$ cat src/rtl/dmem_access_ctrl.sv
// Data-memory access sequencer shared by the pipeline Memory stage (m_) and
// the program loader / debug port (ld_). One access is in flight at a time:
// the winning request is range-checked, issued to a fixed-latency synchronous
// RAM as a single ram_en pulse, and answered with a one-cycle done pulse on
// the requesting port. Out-of-range addresses never reach the RAM.
module dmem_access_ctrl #(
  parameter int MEM_WORDS = 8192,
  parameter int AW        = 13,
  parameter int RD_LAT    = 2
) (
  input  logic          clk,
  input  logic          rst,

  input  logic          m_req,
  input  logic          m_write,
  input  logic [63:0]   m_addr,
  input  logic [63:0]   m_wdata,
  output logic [63:0]   m_rdata,
  output logic          m_done,
  output logic          m_err,
  output logic          m_stall,

  input  logic          ld_req,
  input  logic          ld_write,
  input  logic [63:0]   ld_addr,
  input  logic [63:0]   ld_wdata,
  output logic [63:0]   ld_rdata,
  output logic          ld_done,
  output logic          ld_err,

  output logic          ram_en,
  output logic          ram_we,
  output logic [AW-1:0] ram_addr,
  output logic [63:0]   ram_wdata,
  input  logic [63:0]   ram_rdata
);

  localparam logic [63:0] MEM_LIMIT = 64'(MEM_WORDS);
  localparam logic [3:0]  LAT_LOAD  = 4'(RD_LAT);

  typedef enum logic [1:0] {S_IDLE, S_ISSUE, S_WAIT, S_RESP} state_t;
  typedef enum logic {PORT_M = 1'b0, PORT_LD = 1'b1} port_t;

  state_t     state_q, state_d;
  // The most recent grant is also the port that owns the access in flight.
  port_t      last_grant_q;
  logic       wr_q;
  logic [3:0] cnt_q;

  logic        grant_valid;
  port_t       grant_port;
  logic        grant_write;
  logic [63:0] grant_addr;
  logic [63:0] grant_wdata;
  logic        grant_err;
  logic        last_wait;

  logic          ram_en_d;
  logic          ram_we_d;
  logic [AW-1:0] ram_addr_d;
  logic [63:0]   ram_wdata_d;
  logic          resp_fire;
  port_t         resp_port;
  logic          resp_err;
  logic [63:0]   resp_data;

  // Arbitrate in IDLE: a lone request wins, a tie goes to the port not served last.
  always_comb begin
    // NOTE: every variable gets a default before any branch, so no path leaves
    // it unassigned and no latch is inferred.
    grant_port = PORT_M;
    if (m_req && ld_req) begin
      grant_port = (last_grant_q == PORT_M) ? PORT_LD : PORT_M;
    end else if (ld_req) begin
      grant_port = PORT_LD;
    end
    grant_valid = (state_q == S_IDLE) && (m_req || ld_req);
    grant_write = (grant_port == PORT_LD) ? ld_write : m_write;
    grant_addr  = (grant_port == PORT_LD) ? ld_addr  : m_addr;
    grant_wdata = (grant_port == PORT_LD) ? ld_wdata : m_wdata;
    // Full-width compare: high address bits must not alias into the array.
    grant_err   = (grant_addr >= MEM_LIMIT);
    last_wait   = (state_q == S_WAIT) && (cnt_q == 4'd1);
  end

  // State register; reset abandons any access in progress.
  always_ff @(posedge clk or posedge rst) begin
    // NOTE: clocked blocks use non-blocking assignments so every register
    // samples the values present before the edge.
    if (rst) begin
      state_q <= S_IDLE;
    end else begin
      state_q <= state_d;
    end
  end

  // Next-state: error grants skip the RAM and answer immediately.
  always_comb begin
    state_d = state_q;
    case (state_q)
      S_IDLE:  if (grant_valid) state_d = grant_err ? S_RESP : S_ISSUE;
      S_ISSUE: state_d = S_WAIT;
      S_WAIT:  if (cnt_q == 4'd1) state_d = S_RESP;
      S_RESP:  state_d = S_IDLE;
      default: state_d = S_IDLE;
    endcase
  end

  // Output decode: next values of the registered outputs, so each one is high
  // exactly during the ISSUE or RESP cycle it belongs to.
  always_comb begin
    ram_en_d    = grant_valid && !grant_err;
    ram_we_d    = ram_en_d && grant_write;
    ram_addr_d  = ram_en_d ? grant_addr[AW-1:0] : '0;
    ram_wdata_d = ram_en_d ? grant_wdata : '0;
    resp_fire   = (grant_valid && grant_err) || last_wait;
    resp_port   = grant_valid ? grant_port : last_grant_q;
    resp_err    = grant_valid;
    resp_data   = (last_wait && !wr_q) ? ram_rdata : '0;
  end

  // Output registers; the idle port and all data outputs rest at zero.
  always_ff @(posedge clk or posedge rst) begin
    if (rst) begin
      ram_en    <= 1'b0;
      ram_we    <= 1'b0;
      ram_addr  <= '0;
      ram_wdata <= '0;
      m_done    <= 1'b0;
      m_err     <= 1'b0;
      m_rdata   <= '0;
      ld_done   <= 1'b0;
      ld_err    <= 1'b0;
      ld_rdata  <= '0;
    end else begin
      ram_en    <= ram_en_d;
      ram_we    <= ram_we_d;
      ram_addr  <= ram_addr_d;
      ram_wdata <= ram_wdata_d;
      m_done    <= resp_fire && (resp_port == PORT_M);
      m_err     <= resp_fire && (resp_port == PORT_M) && resp_err;
      m_rdata   <= (resp_fire && (resp_port == PORT_M)) ? resp_data : '0;
      ld_done   <= resp_fire && (resp_port == PORT_LD);
      ld_err    <= resp_fire && (resp_port == PORT_LD) && resp_err;
      ld_rdata  <= (resp_fire && (resp_port == PORT_LD)) ? resp_data : '0;
    end
  end

  // Grant bookkeeping and the read-latency counter.
  always_ff @(posedge clk or posedge rst) begin
    if (rst) begin
      last_grant_q <= PORT_LD;
      wr_q         <= 1'b0;
      cnt_q        <= '0;
    end else begin
      if (grant_valid) begin
        last_grant_q <= grant_port;
        wr_q         <= grant_write;
      end
      if (state_q == S_ISSUE) begin
        cnt_q <= LAT_LOAD;
      end else if (state_q == S_WAIT) begin
        cnt_q <= cnt_q - 4'd1;
      end
    end
  end

  // The pipeline holds its M register until its own done pulse.
  assign m_stall = m_req & ~m_done;

endmodule

$ cat config.mk
export PLATFORM = sky130hd
export DESIGN_NAME = dmem_access_ctrl
export DESIGN_NICKNAME = d
export VERILOG_FILES = /design/src/rtl/dmem_access_ctrl.sv
export SDC_FILE = /design/constraint.sdc
export NUM_CORES = 1
export LEC_CHECK = 0
export ABC_CLOCK_PERIOD_IN_PS = 23600
export CORE_AREA = 2 2 212 214
export CTS_BUF_LIST = sky130_fd_sc_hd__clkbuf_4
export DETAILED_ROUTE_END_ITERATION = 16
export DIE_AREA = 0 0 214 216
export HOLD_SLACK_MARGIN = 0.03
export PLACE_DENSITY = 0.58
export RECOVER_POWER = 100
export SLEW_MARGIN = 10
export SYNTH_ARGS = -nofsm -noshare
export SYNTH_HDL_FRONTEND = slang
export SYNTH_SLANG_ARGS = --single-unit
$ cat constraint.sdc
create_clock -name clk -period 23.6 [get_ports clk]
set_clock_uncertainty 0.1 [all_clocks]
set_input_delay 4.72 -clock clk [delete_from_list [all_inputs] [get_ports clk]]
set_output_delay 4.72 -clock clk [all_outputs]
set_load 0.005 [all_outputs]
==> flow_summary.json, run 1 <==
{
  "dp_cells": 1806,
  "synth_area_per_cell_um2": 11.38,
  "io_pins": 538,
  "htree_levels": 2,
  "max-slew-margin-rel_pct": -184.1,
  "power.density_mw_per_mm2": 61.00,
  "start_kind": "input port",
  "ys_ff_latch": 219,
  "ys_seq_area_share_pct": 68.14,
  "drtIter0Drc": 293,
  "post-route-min-period_ns": 11.15,
  "antenna_found_initial": 12,
  "ys_types": 33,
  "criticalPathCategory": "input port to primary output",
  "grt_pass1_wl_um": 50380,
  "grt_start_max_net_pins": 93,
  "rsz0062_at_grt": "false",
  "min-delay-start": "state_q[0]",
  "critical_path.endpoint_type": "primary output",
  "utilization_pct": 33.76,
  "ys.flop_type": "dfrtp_1",
  "setup_tns_ns": 0,
  "fp.dieH_um": 216,
  "p_leak_uw": 0.007213,
  "fillCellCount": 4467,
  "reg2reg_slack_ns": 17.97,
  "drtAntennaViolNets": 0,
  "reg2reg_depth": 6,
  "hold_path_depth": 1,
  "numCtsBuffers": 61,
  "holdBufCountCts": 0,
  "status": "complete, but fails checks",
  "coreArea_mm2": 0.04384,
  "dieArea_mm2": 0.04622,
  "cts_root_buffer": "clkbuf_4",
  "initial_core_util_pct": 18.35,
  "grt.overflow.total": 0,
  "syn_inst": 707,
  "cts_tree": "yes",
  "mostFrequentLayoutCells": "clkdlybuf4s50_1, dfrtp_1, dlygate4sd3_1, nand2_1, clkbuf_4",
  "fin_area_mm2": 0.01480,
  "vias": 7580,
  "post_drt_via_cell_ratio": 3.940,
  "clock_path_buffers": 3,
  "ys_warn_count": 0,
  "clock_latency_ns": 0.70,
  "violations": "max-capacitance violations, max-slew violations",
  "timing.final.crit_share_pct": 47.23,
  "port_buffers": 537,
  "cts.sinks": 219,
  "cap_violations": 8,
  "whs_endpoint": "state_q[0]",
  "netlist_area_mm2": 0.008044,
  "timing.rr.start": "last_grant_q",
  "final_nets": 1608,
  "worst_slew_pin_slew_ns": 4.262,
  "avgRoutedWirePerCell_um": 18.23,
  "final_common_cell": "clkdlybuf4s50_1",
  "num_rows": 77,
  "ir_drop_v": 0.00003455,
  "drt-total-wl_um": 35070,
  "ctsResizeCount": 0,
  "cp.arrival_ns": 6.33,
  "ys_async_sr_fraction_pct": 100.0,
  "slew_viol_final": 515,
  "drive_gt1_share_pct": 7.750,
  "drc": 0,
  "crit_required_ns": 18.78,
  "r2r-end": "ram_we",
  "hold_path_class": "register to register",
  "setup_viol": 0,
  "hpwl_um": 27010,
  "max_freq_mhz": 89.71,
  "cts_setup_buffers": 0,
  "dpl_cell_area_mm2": 0.01410,
  "place_congestion": 0.8463,
  "hold_violations": 0,
  "path_max_fanout": 6,
  "clk_pin_slew_ns": 0.07,
  "synth_nets": 1038,
  "grt_pass1_vias": 8088,
  "final_cells": 1924,
  "areaGrowthSynthToFinish_pct": 83.99,
  "die_w_um": 214,
  "first_pass_iters": 4,
  "synth_edf_count": 0,
  "track_usage_pct": 14.79
}
[area by class of cell]
cell class / instances / area, um2 / area share (%)
diodes: 3 / 7.507 / 0.05072
clock buffers: 80 / 600.6 / 4.058
clock inverters: 35 / 168.9 / 1.141
inverters: 8 / 31.28 / 0.2113
multi-input cells: 443 / 2365 / 15.98
flip-flops and latches: 219 / 5482 / 37.04
well taps: 592 / 740.7 / 5.005
repair buffers: 544 / 5405 / 36.52
[flip-flops by register name, summed over array words and instances (netlist names)]
name	flops
wr_q	1
last_grant_q	1
ram_en	1
cnt_q	4
ram_wdata	64
ram_addr	13
state_q	2
ld_rdata	64
ram_we	1
m_done	1
ld_err	1
m_err	1
ld_done	1
m_rdata	64
[worst max path at each step]
stage          startpoint      endpoint  slack, ns  cells past startpoint
6_report            m_req       m_stall      12.45                      3
5_1_grt               rst  ld_rdata[29]      11.48                      3
4_1_cts             m_req       m_stall      12.58                      3
3_5_place_dp        m_req       m_stall      12.58                      3
3_3_place_gp        m_req       m_stall      12.55                      3
2_1_floorplan         rst      cnt_q[0]      12.79                      1
[synth_stat cells, types with 2 or more instances]
cell	instances	area share, %
o21a_1	2	0.19
o22a_1	2	0.22
nor3_2	2	0.25
and2_1	128	10
inv_1	8	0.37
o21ai_0	6	0.37
nand4_1	6	0.47
nor2_1	8	0.37
a21oi_2	10	1.1
nand2_1	161	7.5
dfrtp_1	218	68
mux2i_1	2	0.25
buf_6	2	0.28
nor3_1	3	0.19
a21oi_1	69	4.3
a22o_1	2	0.22
ha_1	5	0.78
nor2b_1	2	0.16
nor4_1	24	1.9
clkbuf_1	30	1.4
buf_2	5	0.31
[power breakdown]
part / total, uW / leakage [uW] / internal (uW) / switching [uW]
Sequential: 399 / 0.00304 / 390 / 9.32
Clock: 337 / 0.000454 / 171 / 165
Combinational: 167 / 0.00372 / 87.0 / 80.1
[worst max-delay path: stages]
cell	delay, ns
dlygate4sd3_1	0.72
nor2b_1	0.26
dlygate4sd3_1	0.63
[logic make-up after synthesis]
group / after synthesis / share of synthesized area (%)
AO/OA/AOI/OAI: 97 / 7.046
adder cells (fa/ha/maj): 5 / 0.7777
buffers and inverters: 45 / 2.364
flip-flops: 219 / 68.14
multiplexers: 2 / 0.2489
AND/OR/NAND/NOR: 339 / 21.42
[layer usage]
metal / GRT usage, % / vias to the layer above / routed length (um)
met5: 0 / - / 85
met3: 5.990 / 69 / 3446
li1: - / 3480 / -
met1: 14.26 / 3585 / 11740
met2: 28.38 / 432 / 18970
met4: 4.779 / 14 / 831
[per-stage QoR]
step | hold slack [ns] | worst slack, ns | total power, uW
after floorplan | 0.3803 | 12.79 | 474.3
after global placement | 0.4091 | 12.55 | 572.5
after detailed placement | 0.4194 | 12.58 | 576.6
after CTS | 0.4367 | 12.58 | 924.3
after global routing | 0.4644 | 11.48 | 956.0
final | 0.4308 | 12.45 | 902.8
No activity file was read; power rests on OpenSTA's default activity.
==> inputs of run 2 (changes only) <==
ABC_CLOCK_PERIOD_IN_PS = 9100   (was 23600)
CORE_AREA = 2 2 207 209   (was 2 2 212 214)
DIE_AREA = 0 0 209 211   (was 0 0 214 216)
PLACE_DENSITY = 0.61   (was 0.58)
clock period = 9.1 ns   (was 23.6 ns; I/O delays follow)
==> run 2 against run 1 <==
Effect of this change: the run still ends with max-capacitance violations, max-slew violations left; critical path depth is 4 higher; cell count decreased by 3.0%; combinational power increased by 150%; design area fell by 0.14%; non-clock buffer count decreased by 1; hold slack worse by 0.0024 ns; register-to-register slack worse by 14 ns; sequential power grew to 2.6 times the previous value; critical path type is now input port to register; critical endpoint is now ram_wdata[2]; largest power group unchanged.
==> flow_summary.json, run 2 (synthesis gave the netlist of run 1 again) <==
{
  "critical_path.endpoint_type": "register",
  "status": "complete, but fails checks",
  "coreArea_mm2": 0.04176,
  "holdBufCountCts": 0,
  "path_max_fanout": 79,
  "first_pass_iters": 4,
  "setup_viol": 0,
  "fp.dieH_um": 211,
  "avgRoutedWirePerCell_um": 17.17,
  "setup_tns_ns": 0,
  "cp.arrival_ns": 6.55,
  "cts_setup_buffers": 0,
  "drc": 0,
  "drive_gt1_share_pct": 8.768,
  "dpl_cell_area_mm2": 0.01402,
  "slew_viol_final": 374,
  "hpwl_um": 24040,
  "violations": "max-capacitance violations, max-slew violations",
  "dieArea_mm2": 0.04410,
  "numCtsBuffers": 61,
  "grt_start_max_net_pins": 85,
  "p_leak_uw": 0.007247,
  "hold_violations": 0,
  "reg.largest.list": "ld_rdata: 64 flops, m_rdata: 64 flops, ram_wdata: 64 flops",
  "cap_violations": 5,
  "drt-total-wl_um": 32040,
  "antenna_found_initial": 3,
  "multi_input_area_mm2": 0.002351,
  "mostFrequentLayoutCells": "clkdlybuf4s50_1, dfrtp_1, dlygate4sd3_1, nand2_1, clkbuf_4",
  "grt.overflow.total": 0,
  "grt_pass1_vias": 7767,
  "p_total_uw": 2382,
  "final_common_cell": "clkdlybuf4s50_1",
  "cts.sinks": 219,
  "max-slew-margin-rel_pct": -147.5,
  "min-delay-start": "state_q[0]",
  "crit_required_ns": 9.63,
  "fin_area_mm2": 0.01478,
  "initial_core_util_pct": 19.26,
  "vias": 7414,
  "clock_latency_ns": 0.73,
  "start_kind": "input port",
  "cts_tree": "yes",
  "max_freq_mhz": 166.1,
  "worst_slew_pin_slew_ns": 3.692,
  "areaGrowthSynthToFinish_pct": 83.73,
  "timing.final.crit_share_pct": 66.15,
  "ir_drop_v": 0.00007284,
  "drtAntennaViolNets": 0,
  "port_buffers": 537,
  "power.density_mw_per_mm2": 161.2,
  "track_usage_pct": 14.05,
  "rsz0062_at_grt": "false",
  "fillCellCount": 4199,
  "startpoint": "m_req",
  "ctsResizeCount": 0,
  "post_drt_via_cell_ratio": 3.973,
  "htree_levels": 2,
  "drtIter0Drc": 286,
  "register_area_mm2": 0.005482,
  "criticalPathCategory": "input port to register",
  "io_pins": 538,
  "post-route-min-period_ns": 6.020,
  "timing.rr.start": "last_grant_q",
  "clk_pin_slew_ns": 0.06,
  "place_congestion": 0.8123,
  "final_nets": 1607,
  "cts_root_buffer": "clkbuf_4",
  "grt_pass1_wl_um": 46190,
  "clock_path_buffers": 3,
  "num_rows": 75,
  "hold_path_class": "register to register",
  "die_w_um": 209
}
==> run 2: cell types whose count changed in the layout (fill, tap and decap cells not counted), sizes merged <==
cell / previous run / this run
clkinvlp: 2 / 1
clkbuf: 86 / 103
buf: 1 / 3
diode: 3 / 4
clkinv: 31 / 9
inv: 9 / 7
==> run 2: metrics by stage <==
step	cells	hold slack, ns	setup slack [ns]	utilization [%]
after CTS	1862	0.4282	4.056	35.55
after global placement	1752	0.4053	3.841	33.58
final	1866	0.4284	3.080	35.39
after floorplan	707	0.3803	1.189	-
after detailed placement	1752	0.4183	3.704	33.58
after global routing	1865	0.4545	2.383	35.39
==> run 2: final cells by class <==
type                       instances  share of cell area [%]
tap                              539                   4.563
sequential                       219                   37.09
clock inverter                    10                  0.4741
antenna                            4                 0.06773
timing repair buffer             543                   36.61
clock buffer                     100                   5.080
multi-input combinational        443                   15.91
inverter                           8                  0.2116
==> run 2: report_power, final <==
part	switching, uW	leakage (uW)	internal (uW)
combinational	191	0.00371	222
clock	417	0.000493	519
sequential	22.6	0.00304	1010
total	630	0.00725	1750
==> run 2: final timing paths <==
path,end,slack [ns],depth (start not counted)
worst min-delay path,state_q[0],0.43,1
max in group asynchronous,ld_rdata[56],3.24,3
min in group asynchronous,ld_rdata[2],2.52,2
worst min register to register,state_q[0],0.43,1
worst max register to register,ram_wdata[2],4.31,6
worst max-delay path,ram_wdata[2],3.08,7
==> run 2: layer usage <==
| metal | GRT usage, % | up-vias | wire length (um) |
|---|---|---|---|
| li1 | - | 3470 | - |
| met1 | 14.49 | 3501 | 11370 |
| met2 | 25.47 | 403 | 16970 |
| met3 | 5.546 | 40 | 2993 |
| met4 | 5.665 | 0 | 713 |
| met5 | 0 | - | 0 |
==> run 2: worst max-delay path, cell delays in order <==
cell	delay, ns
dlygate4sd3_1	0.68
a21bo_1	1.95
nand4_1	0.26
nor4_1	0.72
o21bai_4	0.41
buf_4	0.42
a21oi_1	0.21
==> inputs of run 3 (changes only) <==
ABC_CLOCK_PERIOD_IN_PS = 5900   (was 9100)
CORE_AREA = 2 2 208 210   (was 2 2 207 209)
DIE_AREA = 0 0 210 212   (was 0 0 209 211)
PLACE_DENSITY = 0.59   (was 0.61)
clock period = 5.9 ns   (was 9.1 ns; I/O delays follow)
==> run 3 against run 2 <==
Effect of this change: flip-flop and latch count stayed put; global-route usage is 0.18 points higher; sequential share of layout area is 0.15 points higher; combinational power is 57% higher; cell count is 0.32% higher; hold slack worse by 0.0036 ns; critical path depth stayed put; the flow still finishes with violations (max-capacitance violations, max-slew violations); routed wire length is 1.5% higher; clock power is 40% higher; register-to-register slack worse by 2.4 ns; design area is 0.40% lower; sequential power is 54% higher.
==> flow_summary.json, run 3 (synthesis gave the netlist of run 1 again) <==
{
  "slew_viol_final": 259,
  "hold-worst-slack_ns": 0.4247,
  "holdBufCountCts": 0,
  "dpl_cell_area_mm2": 0.01407,
  "grt.overflow.total": 0,
  "port_buffers": 537,
  "worst_slew_pin_slew_ns": 2.710,
  "max-slew-margin-rel_pct": -80.66,
  "ctsResizeCount": 0,
  "coreArea_mm2": 0.04251,
  "avgRoutedWirePerCell_um": 17.37,
  "clock_path_buffers": 3,
  "num_rows": 76,
  "setup_viol": 0,
  "cts_setup_buffers": 0,
  "place_congestion": 0.8223,
  "htree_levels": 2,
  "cp.arrival_ns": 5.07,
  "initial_core_util_pct": 18.92,
  "wl_met1_um": 11780,
  "mostFrequentLayoutCells": "clkdlybuf4s50_1, dfrtp_1, dlygate4sd3_1, nand2_1, clkbuf_4",
  "final_common_cell": "clkdlybuf4s50_1",
  "timing.final.crit_share_pct": 77.32,
  "first_pass_iters": 4,
  "hold_path_depth": 1,
  "grt_pass1_vias": 7920,
  "dieArea_mm2": 0.04452,
  "reg2reg_slack_ns": 1.91,
  "antenna_found_initial": 4,
  "cts_root_buffer": "clkbuf_4",
  "max_freq_mhz": 219.2,
  "final_nets": 1609,
  "clock_latency_ns": 0.71,
  "hold_path_class": "register to register",
  "criticalPathCategory": "input port to register",
  "drtIter0Drc": 363,
  "fin_area_mm2": 0.01472,
  "areaGrowthSynthToFinish_pct": 83.00,
  "hold_violations": 0,
  "cap_violations": 4,
  "drtAntennaViolNets": 0,
  "io_pins": 538,
  "reg2reg_depth": 8,
  "wl_met2_um": 16320,
  "hpwl_um": 24600,
  "start_kind": "input port",
  "drc": 0,
  "track_usage_pct": 14.23,
  "clk_pin_slew_ns": 0.06,
  "grt_start_max_net_pins": 113,
  "power.density_mw_per_mm2": 241.0,
  "critical_path.endpoint_type": "register",
  "reg.largest.list": "ld_rdata: 64 flops, m_rdata: 64 flops, ram_wdata: 64 flops",
  "fp.dieH_um": 212,
  "status": "complete, but fails checks",
  "post_drt_via_cell_ratio": 3.993,
  "path_max_fanout": 46,
  "setup_tns_ns": 0,
  "vias": 7475,
  "crit_required_ns": 6.41,
  "drive_gt1_share_pct": 8.308,
  "rsz0062_at_grt": "false",
  "die_w_um": 210,
  "drt-total-wl_um": 32510,
  "cts_tree": "yes",
  "p_leak_uw": 0.007203,
  "fillCellCount": 4338,
  "wl_met3_um": 3008,
  "violations": "max-capacitance violations, max-slew violations",
  "post-route-min-period_ns": 4.562,
  "ir_drop_v": 0.0001362,
  "grt_pass1_wl_um": 47090,
  "top_layer_used": "met5",
  "cts.sinks": 219,
  "numCtsBuffers": 61
}
## run 3: changes by cell type in the layout (fill, tap and decap cells not counted), sizes merged
| cell | previous run | this run |
|---|---|---|
| clkinv | 9 | 23 |
| inv | 7 | 9 |
| dlygate4sd3 | 215 | 216 |
| bufinv | 1 | 0 |
| clkbuf | 103 | 90 |
| clkdlybuf4s50 | 322 | 321 |
| diode | 4 | 2 |
| buf | 3 | 2 |
## run 3: per-stage QoR
step	power [uW]	utilization [%]	worst slack (ns)	cells
6_report	3548	34.63	1.338	1872
5_1_grt	3785	34.63	1.110	1872
4_1_cts	3658	34.82	2.112	1870
3_5_place_dp	2296	33.10	1.641	1761
3_3_place_gp	2287	33.10	1.695	1761
2_1_floorplan	1897	-	1.767	707
## run 3: final cells by class
| class | count | area (um2) | share of cell area (%) |
|---|---|---|---|
| clock buffer | 84 | 630.6 | 4.284 |
| multi-input combinational | 443 | 2357 | 16.01 |
| antenna | 2 | 5.005 | 0.03400 |
| timing repair buffer | 545 | 5429 | 36.88 |
| inverter | 8 | 31.28 | 0.2125 |
| clock inverter | 25 | 102.6 | 0.6970 |
| sequential | 219 | 5482 | 37.24 |
| tap | 546 | 683.2 | 4.641 |
## run 3: power breakdown
group | switching (uW) | total [uW] | internal, uW | leakage [uW]
sequential | 35.7 | 1590 | 1560 | 0.00304
combinational | 304 | 646 | 341 | 0.00372
clock | 649 | 1310 | 659 | 0.000447
## run 3: worst paths after layout
check	startpoint	to
setup / recovery	m_addr[53]	ram_wdata[27]
hold / removal	state_q[0]	state_q[0]
setup reg to reg	state_q[0]	m_rdata[59]
hold reg to reg	state_q[0]	state_q[0]
max in group asynchronous	rst	ram_wdata[18]
min in group asynchronous	rst	ld_rdata[34]
## run 3: routing by layer
layer / vias up / GRT usage [%]
li1: 3477 / -
met1: 3502 / 14.77
met2: 422 / 25.21
met3: 72 / 5.465
met4: 2 / 6.994
met5: - / 0
## run 3: critical path, cell delays in order
cell	delay (ns)
dlygate4sd3_1	0.55
nor4_1	0.44
nand4_1	0.13
nor4_1	0.82
o21bai_2	0.76
clkbuf_2	0.75
a21oi_1	0.37
